## config.mk

```make
export PLATFORM = sky130hd
export DESIGN_NAME = fetch_ctrl
export DESIGN_NICKNAME = d
export VERILOG_FILES = /design/src/rtl/fetch_ctrl.sv
export SDC_FILE = /design/constraint.sdc
export NUM_CORES = 1
export LEC_CHECK = 0
export ABC_AREA = 1
export ABC_CLOCK_PERIOD_IN_PS = 2800
export BUFFER_PORTS_ARGS = -buffer_cell sky130_fd_sc_hd__buf_2
export CAP_MARGIN = 25
export CELL_PAD_IN_SITES_DETAIL_PLACEMENT = 1
export CELL_PAD_IN_SITES_GLOBAL_PLACEMENT = 1
export CORE_AREA = 2 2 97 136
export CTS_BUF_LIST = sky130_fd_sc_hd__clkbuf_8
export CTS_CLUSTER_SIZE = 14
export DETAILED_ROUTE_END_ITERATION = 10
export DIE_AREA = 0 0 99 138
export PLACE_DENSITY = 0.92
export SYNTH_ARGS = -nofsm -noshare
export SYNTH_HDL_FRONTEND = slang
export SYNTH_SLANG_ARGS = --single-unit
```

## constraint.sdc

```tcl
create_clock -name clk -period 2.8 [get_ports clk]
set_input_delay 0.28 -clock clk [delete_from_list [all_inputs] [get_ports clk]]
set_output_delay 0.28 -clock clk [all_outputs]
set_load 0.01 [all_outputs]
```

## src/rtl/fetch_ctrl.sv

```systemverilog
// Instruction-fetch sequencer: owns the PC, drives the imem req/ack handshake,
// registers the returned word for decode, and handles redirects and stalls.
module fetch_ctrl #(
  parameter logic [31:0] RESET_PC = 32'h0000_0000,
  parameter logic [31:0] PC_STEP  = 32'd4
) (
  input  logic        clk,
  input  logic        rst,
  input  logic        PCsrc,
  input  logic [31:0] PCalu,
  input  logic        stall,
  output logic        imem_req,
  output logic [31:0] imem_addr,
  input  logic        imem_ack,
  input  logic [31:0] imem_rdata,
  output logic [31:0] inst,
  output logic        inst_valid,
  output logic [31:0] pc_out
);

  typedef enum logic [1:0] {
    FETCH = 2'd0,
    HOLD  = 2'd1,
    FLUSH = 2'd2
  } state_t;

  state_t      state_q, state_d;
  logic [31:0] pc_q, pc_d;
  logic [31:0] inst_q, inst_d;
  logic [31:0] pcout_q, pcout_d;
  logic        iv_q, iv_d;
  logic        req;

  // Request is combinational so a zero-wait memory can ack in the request cycle;
  // it is suppressed by reset, a redirect, or a held instruction under stall.
  always_comb begin
    req = (state_q == FETCH) && !rst && !PCsrc && !(iv_q && stall);
  end

  // Next-state and datapath update; a redirect overrides stall and any ack.
  always_comb begin
    state_d = state_q;
    pc_d    = pc_q;
    inst_d  = inst_q;
    pcout_d = pcout_q;
    iv_d    = iv_q;
    if (PCsrc) begin
      pc_d    = PCalu;
      iv_d    = 1'b0;
      state_d = FLUSH;
    end else begin
      unique case (state_q)
        FETCH: begin
          if (iv_q && stall) begin
            state_d = HOLD;
          end else if (req && imem_ack) begin
            inst_d  = imem_rdata;
            pcout_d = pc_q;
            iv_d    = 1'b1;
            pc_d    = pc_q + PC_STEP;
          end else begin
            // Previous instruction consumed by decode and nothing new arrived.
            iv_d = 1'b0;
          end
        end
        HOLD: begin
          if (!stall) begin
            // Decode takes the held instruction this cycle.
            iv_d    = 1'b0;
            state_d = FETCH;
          end
        end
        FLUSH: begin
          iv_d    = 1'b0;
          state_d = FETCH;
        end
        default: begin
          iv_d    = 1'b0;
          state_d = FETCH;
        end
      endcase
    end
  end

  // State register; reset abandons any outstanding request.
  always_ff @(posedge clk) begin
    if (rst) begin
      state_q <= FETCH;
      pc_q    <= RESET_PC;
      inst_q  <= 32'h0;
      pcout_q <= 32'h0;
      iv_q    <= 1'b0;
    end else begin
      state_q <= state_d;
      pc_q    <= pc_d;
      inst_q  <= inst_d;
      pcout_q <= pcout_d;
      iv_q    <= iv_d;
    end
  end

  assign imem_req   = req;
  assign imem_addr  = pc_q;
  assign inst       = inst_q;
  assign inst_valid = iv_q;
  assign pc_out     = pcout_q;

endmodule

```

# Word level (Yosys, flattened, before mapping)
# Index checks and enable logic that the tools add are counted.
[classes]
n_addsub = 1
n_eq_ne = 7
mux = 12
n_bitwise = 2
n_reduce_logical = 17
[op_table]
columns = ["cell", "n"]
rows = [
  ["2-to-1 mux 32 bit", 4],
  ["adder 32 x 3 -> 32 bit, second input constant", 1],
  ["2-to-1 mux 2 bit", 3],
  ["inequality test 2 bit, second input constant", 3],
  ["AND reduction 2 bit", 3],
  ["logical AND 1 bit", 5],
  ["one-hot mux 2 bit (2 select lines)", 1],
  ["AND reduction 4 bit", 1],
  ["nonzero test 2 bit", 2],
  ["logical NOT 1 bit", 3],
  ["2-to-1 mux 1 bit", 3],
  ["inequality test 3 x 2 -> 1 bit, second input constant", 1],
  ["inequality test 3 bit, second input constant", 1],
  ["AND reduction 3 bit", 1],
  ["equality test 2 x 1 -> 1 bit, second input constant", 1],
  ["logical NOT 2 bit", 1],
  ["inequality test 2 x 1 -> 1 bit, second input constant", 1],
  ["inverter 1 bit", 2],
  ["one-hot mux 1 bit (2 select lines)", 1],
  ["OR reduction 2 bit", 1],
]
[word_totals]
register_bits = 99
in_bits = 69
out_inout_bits = 98
elab_cells = 45

# Logic depth before layout (Yosys ltp)
# Gate-level depths: netlist of run 1.
[logic_depth]
ltp_word = 9
mapped_depth = 11
ltp_nobuf = 10

# Worst setup path before layout of run 1
# Ideal clock, no wire load.
[synth_timing]
path_kind = "register -> register"
startpoint = "register pc_q[3] (netlist: imem_addr[3])"
endpoint = "register pc_q[28] (netlist: imem_addr[28])"
setup_time_ns = 0.109
t_arrival_ns = 1.380
required_ns = 2.691
setup_slack_ns = 1.311
path_stages_with_launch = 11
path_buffers = 0
period_less_slack_ns = 1.489
path_cell_list = "dfxtp_1 -> ha_1 -> nand2_1 -> nor2_4 -> nand2_1 -> nor2_1 -> nand2_1 -> nand2_1 -> nand3_1 -> nand2_1 -> inv_1"
[synth_between]
elab_chain_len = 5
[synth_lines]
columns = ["element", "line", "text"]
rows = [
  ["start: declaration", "28", "logic [31:0] pc_q, pc_d;"],
  ["start signal: assignment", "95", "pc_q <= pc_d;"],
  ["adder 32 x 3 -> 32 bit", "60", "pc_d = pc_q + PC_STEP;"],
  ["2-to-1 mux 32 bit", "56", "end else if (req && imem_ack) begin"],
  ["2-to-1 mux 32 bit", "54", "if (iv_q && stall) begin"],
  ["2-to-1 mux 32 bit", "52", "unique case (state_q)"],
  ["2-to-1 mux 32 bit", "47", "if (PCsrc) begin"],
]
# Every way passes these cells. The select of a mux whose other input is x is not followed.
# A chain may end at the register's enable or synchronous reset.

# Worst setup path in the final report of run 1
[layout_timing]
startpoint = "register state_q[1]"
endpoint = "register pc_q[19] (netlist: imem_addr[19])"
[layout_between]
elab_chain_len = 7
elab_cells_between_ends = 8
classes_between = "reduce/logical: 8"
[layout_lines]
columns = ["element", "line", "text"]
rows = [
  ["start: declaration", "27", "state_t state_q, state_d;"],
  ["start signal: assignment", "94", "state_q <= state_d;"],
  ["logical NOT 2 bit (*)", "37, 52", ""],
  ["logical AND 1 bit (3 in a row)", "37", "req = (state_q == FETCH) && !rst && !PCsrc && !(iv_q && stall);"],
  ["logical AND 1 bit", "56", ""],
  ["nonzero test 2 bit (no source line)", "--", ""],
  ["AND reduction 3 bit (no source line) (*)", "--", ""],
]
# Every way passes the cells marked *; elsewhere a longest branch is shown, timed or not.

==> results of run 1 <==
flip-flops by register name (all words and copies together), names as in the netlist:
name	count
pc_out	32
imem_addr	32
inst_valid	1
state_q	2
inst	32
area by class of cell:
type	count	share of cell area, %
clock buffers	10	2.380
clock inverters	6	2.359
inverters	70	4.566
multi-input cells	489	37.39
flip-flops and latches	99	34.28
well taps	153	3.311
repair buffers	173	15.71
routing by layer:
layer | track usage [%] | part of all wire [%]
met3 | 3.741 | 4.0
met4 | 8.508 | 2.5
met5 | 0 | 0
met1 | 25.72 | 40
met2 | 40.79 | 53
placed cells by master, fill, tap and decap left out:
cell type	n
buf_2	166
nor2_1	158
nand2_1	138
dfxtp_1	99
o21ai_0	73
inv_1	69
nand3_1	52
a21oi_1	29
nor3_1	12
clkbuf_8	10
a31oi_1	7
buf_4	5
bufinv_16	4
nand4_1	3
xor2_1	3
nand3_2	2
a211oi_2	2
buf_12	2
nor2_2	1
nand4_2	1
clkinv_2	1
nand2_2	1
o211a_1	1
nor2_4	1
nand3b_1	1
o21ai_1	1
xnor2_1	1
or2_2	1
ha_1	1
clkinvlp_4	1
clkinv_4	1
worst max-delay path by stage:
| stage | startpoint | end | slack [ps] |
|---|---|---|---|
| after floorplan | imem_addr[3] | imem_addr[28] | 1310 |
| after global placement | PCsrc | imem_addr[19] | 650 |
| after detailed placement | PCsrc | imem_addr[19] | 550 |
| after CTS | state_q[1] | imem_addr[19] | 700 |
| after global routing | state_q[1] | imem_addr[19] | 570 |
| final | state_q[1] | imem_addr[19] | 700 |
stage by stage:
stage          cell area [µm²]  util (%)  hold WS [ps]  power [W]  instances
3_5_place_dp              5508     43.82         460.0   0.001977        984
5_1_grt                   5782     46.00         137.6   0.003324       1000
6_report                  5782     46.00         119.5   0.003184       1000
3_3_place_gp              5508     43.82         437.8   0.001963        984
2_1_floorplan             4612         -         392.7   0.001791        691
4_1_cts                   5782     46.00         98.55   0.003217       1000
worst max-delay path, delay by kind of cell (launching register included):
| family | cells | cell delay (ps) |
|---|---|---|
| AND/OR/NAND/NOR | 7 | 1070 |
| flip-flops | 1 | 340 |
| buffers and inverters | 2 | 560 |
kinds of logic after synthesis:
logic type	share of synthesized area, %
compound gates	12.89
flops	42.97
simple gates	32.96
fa+ha+maj	0.2713
xor+xnor	0.7598
buf+inv	10.15
where the power goes:
part	internal (W)	leakage [nW]	switching [W]
combinational	0.000158	1.79	0.000242
clock	0.000710	0.133	0.000531
sequential	0.00148	0.810	0.0000646
total	0.00235	2.73	0.000838
==> metrics.txt, run 1 <==
status completed; routed vias 4971; Yosys warnings 0; post-CTS setup buffer count 0; crit path capture type register; DR pass1 iterations 4; crit-path max cell delay 440 ps; dpl ws 553.1 ps; Netlist cell types 29; Req. time, crit path 3060 ps; Setup Skew 12.14 ps; die area 13660 µm²; worst hold path depth 3; crit path DAT 2350 ps; total CTS buffers 9; pin count of the biggest net entering global routing 70; Worst Setup Start Kind register; I/O pin cnt 167; Fmax achieved 477.0 MHz; Final Critical Period 2096 ps; # rows 49; WHS Endpoint imem_addr[1]; Horiz. Die Dim 99 µm; final hold vios 0; register area 1982 µm²; r2r startpoint state_q[1]; initial antenna violation count 0; core area 12570 µm²; Fillers 1741; number of flops mapped to enable cells by yosys 0; Synth top area share 42.97%; CP max-delay cell nand2_1; crit path kind register to register; clock slew at reported path FFs 90 ps; cell taking the most area after synthesis dfxtp_1; Net Count, Synth 761; synth top area cells dfxtp_1 43%, nor2_1 13%, nand2_1 11%, o21ai_0 7.9%, nand3_1 5.6%; min-delay src PCalu[1]; multi-input combinational cell area 2162 µm²; number of synthesized register bits 99; final setup vio count 0; critical-path cell list nor2_1, nand4_2, buf_4, nand2_1, inv_1, nand2_1, nand2_1, nor2_1, nor2_1; Post-synth top cells 158 x nor2_1, 138 x nand2_1, 99 x dfxtp_1; Post-route DRC 0; HP Class input pin to register; root buffer cell clkbuf_8; CTS resizes 0; Post-synth top flop dfxtp_1; pwr/cell area 550.7 nW/µm²; aggregate global routing overflow 0; unrepaired setup endpoints after global routing no; share of layout cells above drive strength 1 23.49%; fraction of registers with async set/reset 0%; Clk Latency, worst-skew pair 380 ps; H-tree levels 3; first-pass GRT wire length 24870 µm; via/cell ratio 4.971; worst reg2reg setup slack 700 ps; Slew HR 58.85%; Gate Count Post-Synth 691; # hold bufs at CTS 0; Final Net Count 912; Initial Util 36.69%; vias in the first global route 5060; Max Slew Vio Count 0; Diodes inserted 0; maximum capacitance violations 0; CTS Sinks 99; ANT nets after route 0; Reg2Reg Capture Point imem_addr[19]; Max Root-Sink Buffers 2; Worst Slack Setup Final 703.6 ps; detailed placer's ending HPWL 11480 µm; most common cell in the synthesized netlist nor2_1; Layout Area Growth over Synthesis 25.37%; port bufs 166; Leak 2.729 nW; Peak VDD IR 314.5 µV; Worst Path Max Fanout 30; sequential share of the synthesized area 42.97%; Total GRT Usage 22.38%; die span in y 138 µm; average wire per standard cell 15.49 µm; final setup TNS 0 ps; Synth Cell Area 4612 µm²; TritonCTS clock tree built; WL final 15490 µm; Final GP Congestion 0.8826; period utilisation layout 74.87%; reg2reg path depth 9; syn avg cell area 6.674 µm²; Worst-Margin Slew 616.6 ps; initial drt markers 220
(Power assumes the default switching activity.)
==> run 2: changes to the inputs <==
==> config.mk (replaced) <==
export PLATFORM = sky130hd
export DESIGN_NAME = fetch_ctrl
export DESIGN_NICKNAME = d
export VERILOG_FILES = /design/src/rtl/fetch_ctrl.sv
export SDC_FILE = /design/constraint.sdc
export NUM_CORES = 1
export LEC_CHECK = 0
export ABC_AREA = 0
export ABC_CLOCK_PERIOD_IN_PS = 1770
export BUFFER_PORTS_ARGS = -buffer_cell sky130_fd_sc_hd__buf_2
export CAP_MARGIN = 25
export CELL_PAD_IN_SITES_DETAIL_PLACEMENT = 1
export CELL_PAD_IN_SITES_GLOBAL_PLACEMENT = 1
export CORE_AREA = 2 2 100 141
export CTS_BUF_LIST = sky130_fd_sc_hd__clkbuf_8
export CTS_CLUSTER_SIZE = 14
export DETAILED_ROUTE_END_ITERATION = 10
export DIE_AREA = 0 0 102 143
export PLACE_DENSITY = 0.83
export SYNTH_ARGS = -nofsm -noshare
export SYNTH_HDL_FRONTEND = slang
export SYNTH_SLANG_ARGS = --single-unit
==> constraint.sdc (replaced) <==
create_clock -name clk -period 1.77 [get_ports clk]
set_input_delay 0.177 -clock clk [delete_from_list [all_inputs] [get_ports clk]]
set_output_delay 0.177 -clock clk [all_outputs]
set_load 0.01 [all_outputs]
==> metrics.txt, run 2 <==
Max Root-Sink Buffers 2; ANT nets after route 0; Post-route DRC 0; Worst Path Max Fanout 9; Sw Ratio 27.64%; Placed Area 5495 µm²; synth top area cells dfxtp_1 47%, nand2_1 13%, a21oi_1 9.6%, clkbuf_1 2.2%, nor2_1 2.1%; Tot Pwr 0.004463 W; initial antenna violation count 0; commonest cells after routing, fill and taps aside 165 x buf_2, 146 x nand2_1, 93 x dfxtp_1, 80 x a21oi_1, 58 x buf_4; WL final 15790 µm; Final Net Count 796; pwr/cell area 752.6 nW/µm²; HP Class input pin to register; unrepaired setup endpoints after global routing yes; Worst-Margin Slew 566.2 ps; Net Count, Synth 594; Comb pwr share 14.0%; aggregate global routing overflow 0; H-tree levels 3; I/O pin cnt 167; # rows 50; crit path capture type register; Horiz. Die Dim 102 µm; period utilisation layout 97.77%; CTS Sinks 99; sequential share of the synthesized area 47.40%; crit path kind register to register; die area 14590 µm²; Psw 0.001233 W; final hold vios 0; Worst Slack Setup Final 39.48 ps; Initial Util 31.53%; Final Critical Period 1731 ps; Worst Setup Start Kind register; Peak VDD IR 494.3 µV; pin count of the biggest net entering global routing 51; port bufs 166; fraction of registers with async set/reset 0%; vias in the first global route 5035; first-pass GRT wire length 23870 µm; clock power share 33.1%; routed vias 4680; crit-path max cell delay 350 ps; share of layout cells above drive strength 1 37.35%; Final GP Congestion 0.7921; Leak 2.635 nW; most common cell in the synthesized netlist nand2_1; Diodes inserted 0; dpl ws -139.5 ps; CP max-delay cell dfxtp_2; Fillers 1707; Yosys warnings 0; Clk Latency, worst-skew pair 370 ps; Synth Cell Area 4182 µm²; Internal 0.003229 W; Max Slew Vio Count 0; crit path DAT 2030 ps; Fmax achieved 577.9 MHz; cell mode on critical path buf_4; DR pass1 iterations 4; Post-synth top cells 148 x nand2_1, 99 x dfxtp_1, 80 x a21oi_1; TritonCTS clock tree built; commonest non-fill, non-tap cell in the layout buf_2; Total GRT Usage 20.58%; Netlist cell types 52; CP bufs+invs 2; clock slew at reported path FFs 110 ps; syn avg cell area 7.980 µm²; die span in y 143 µm; detailed placer's ending HPWL 11200 µm; Layout Area Growth over Synthesis 41.80%; status completed; final setup vio count 0; final hold slack 31.86 ps; Slew HR 62.26%; # hold bufs at CTS 0; total CTS buffers 9; initial drt markers 122; via/cell ratio 5.126; delay-heaviest family, CP simple AND/OR/NAND/NOR gates; average wire per standard cell 17.30 µm; critical-path cell list nor4_4, buf_4, nand3_4, buf_4, a21oi_1, o21ai_0, a31oi_1; Final Core Density 44.71%; post-route cell area 5929 µm²; number of synthesized register bits 99; core area 13260 µm²; Gate Count Post-Synth 524; Post-synth top flop dfxtp_1; Seq pwr share 52.9%; Req. time, crit path 2070 ps; root buffer cell clkbuf_8; Setup Skew 14.64 ps; number of flops mapped to enable cells by yosys 0; Synth top area share 47.40%; cell taking the most area after synthesis dfxtp_1; maximum capacitance violations 0
-- run 2: changes by cell type after synthesis, sizes merged, moves of 7 or more --
| cell | before | now |
|---|---|---|
| clkbuf | 18 | 25 |
| and2 | 0 | 8 |
| nand3 | 54 | 16 |
| and3 | 0 | 7 |
| o22ai | 0 | 8 |
| o21ai | 74 | 7 |
| nand2 | 139 | 149 |
| nor2 | 160 | 23 |
| o211ai | 0 | 7 |
| nor3 | 12 | 3 |
| a21oi | 29 | 80 |
| inv | 69 | 4 |
-- run 2: tightest hold or removal path, delay by kind of cell --
family	cells	cell delay [ps]
AOI/OAI and AO/OA	1	50
buffers and inverters	1	90
and+or+nand+nor	1	50
-- run 2: logic make-up (layout without fill, tap and decap cells) --
kind of cell,count (synthesis),after routing,synth area share (%)
AO/OA/AOI/OAI,135,135,19.00
XOR/XNOR,8,8,1.676
multiplexers,2,2,0.4788
AND/OR/NAND/NOR,235,236,26.36
buffers and inverters,44,250,4.787
flip-flops,99,99,47.40
adder cells (fa/ha/maj),1,1,0.2992
-- run 2: layout make-up --
cell class	instances	area (µm²)	share of cell area, %
multi-input combinational	382	2115	35.66
sequential	99	1989	33.55
timing repair buffer	229	1386	23.38
tap	182	227.7	3.840
clock buffer	9	123.9	2.089
clock inverter	7	68.82	1.161
inverter	5	18.77	0.3165
-- run 2: path summary, 6_finish.rpt --
| check | endpoint | start | cells past startpoint | slack (ps) |
|---|---|---|---|---|
| max | imem_addr[16] | state_q[0] | 7 | 40 |
| min | inst[26] | imem_rdata[26] | 3 | 30 |
| max reg2reg | imem_addr[16] | state_q[0] | 7 | 40 |
| min reg2reg | pc_out[28] | pc_out[28] | 2 | 450 |
-- run 2: power groups by stage --
stage          Sequential, W  Combinational [W]  Clock, W
6_report             0.00236           0.000626   0.00148
5_1_grt              0.00237           0.000682   0.00161
4_1_cts              0.00236           0.000595   0.00151
3_5_place_dp         0.00241           0.000588         0
3_3_place_gp         0.00240           0.000562         0
2_1_floorplan        0.00245           0.000229         0
-- run 2: metal layers --
| metal | vias to the layer above | wire (µm) | GRT usage (%) | share of wire, % |
|---|---|---|---|---|
| met4 | 0 | 566 | 10.11 | 3.6 |
| met5 | - | 0 | 0 | 0 |
| met1 | 2288 | 6087 | 22.86 | 39 |
| met3 | 44 | 499 | 2.839 | 3.2 |
| met2 | 125 | 8639 | 37.64 | 55 |
| li1 | 2223 | - | - | - |
-- run 2: stage by stage --
stage / setup TNS, ps / cells
6_report: 0 / 913
5_1_grt: -206.6 / 913
4_1_cts: 0 / 901
3_5_place_dp: -653.5 / 884
3_3_place_gp: -163.5 / 884
2_1_floorplan: 0 / 524
-- run 2: what timing repair did --
item	4_1_cts	5_1_grt
buffers inserted	1	10
pin swaps	3	7
cloned	0	3
resized for setup	3	24
endpoints found under the setup margin	17	23
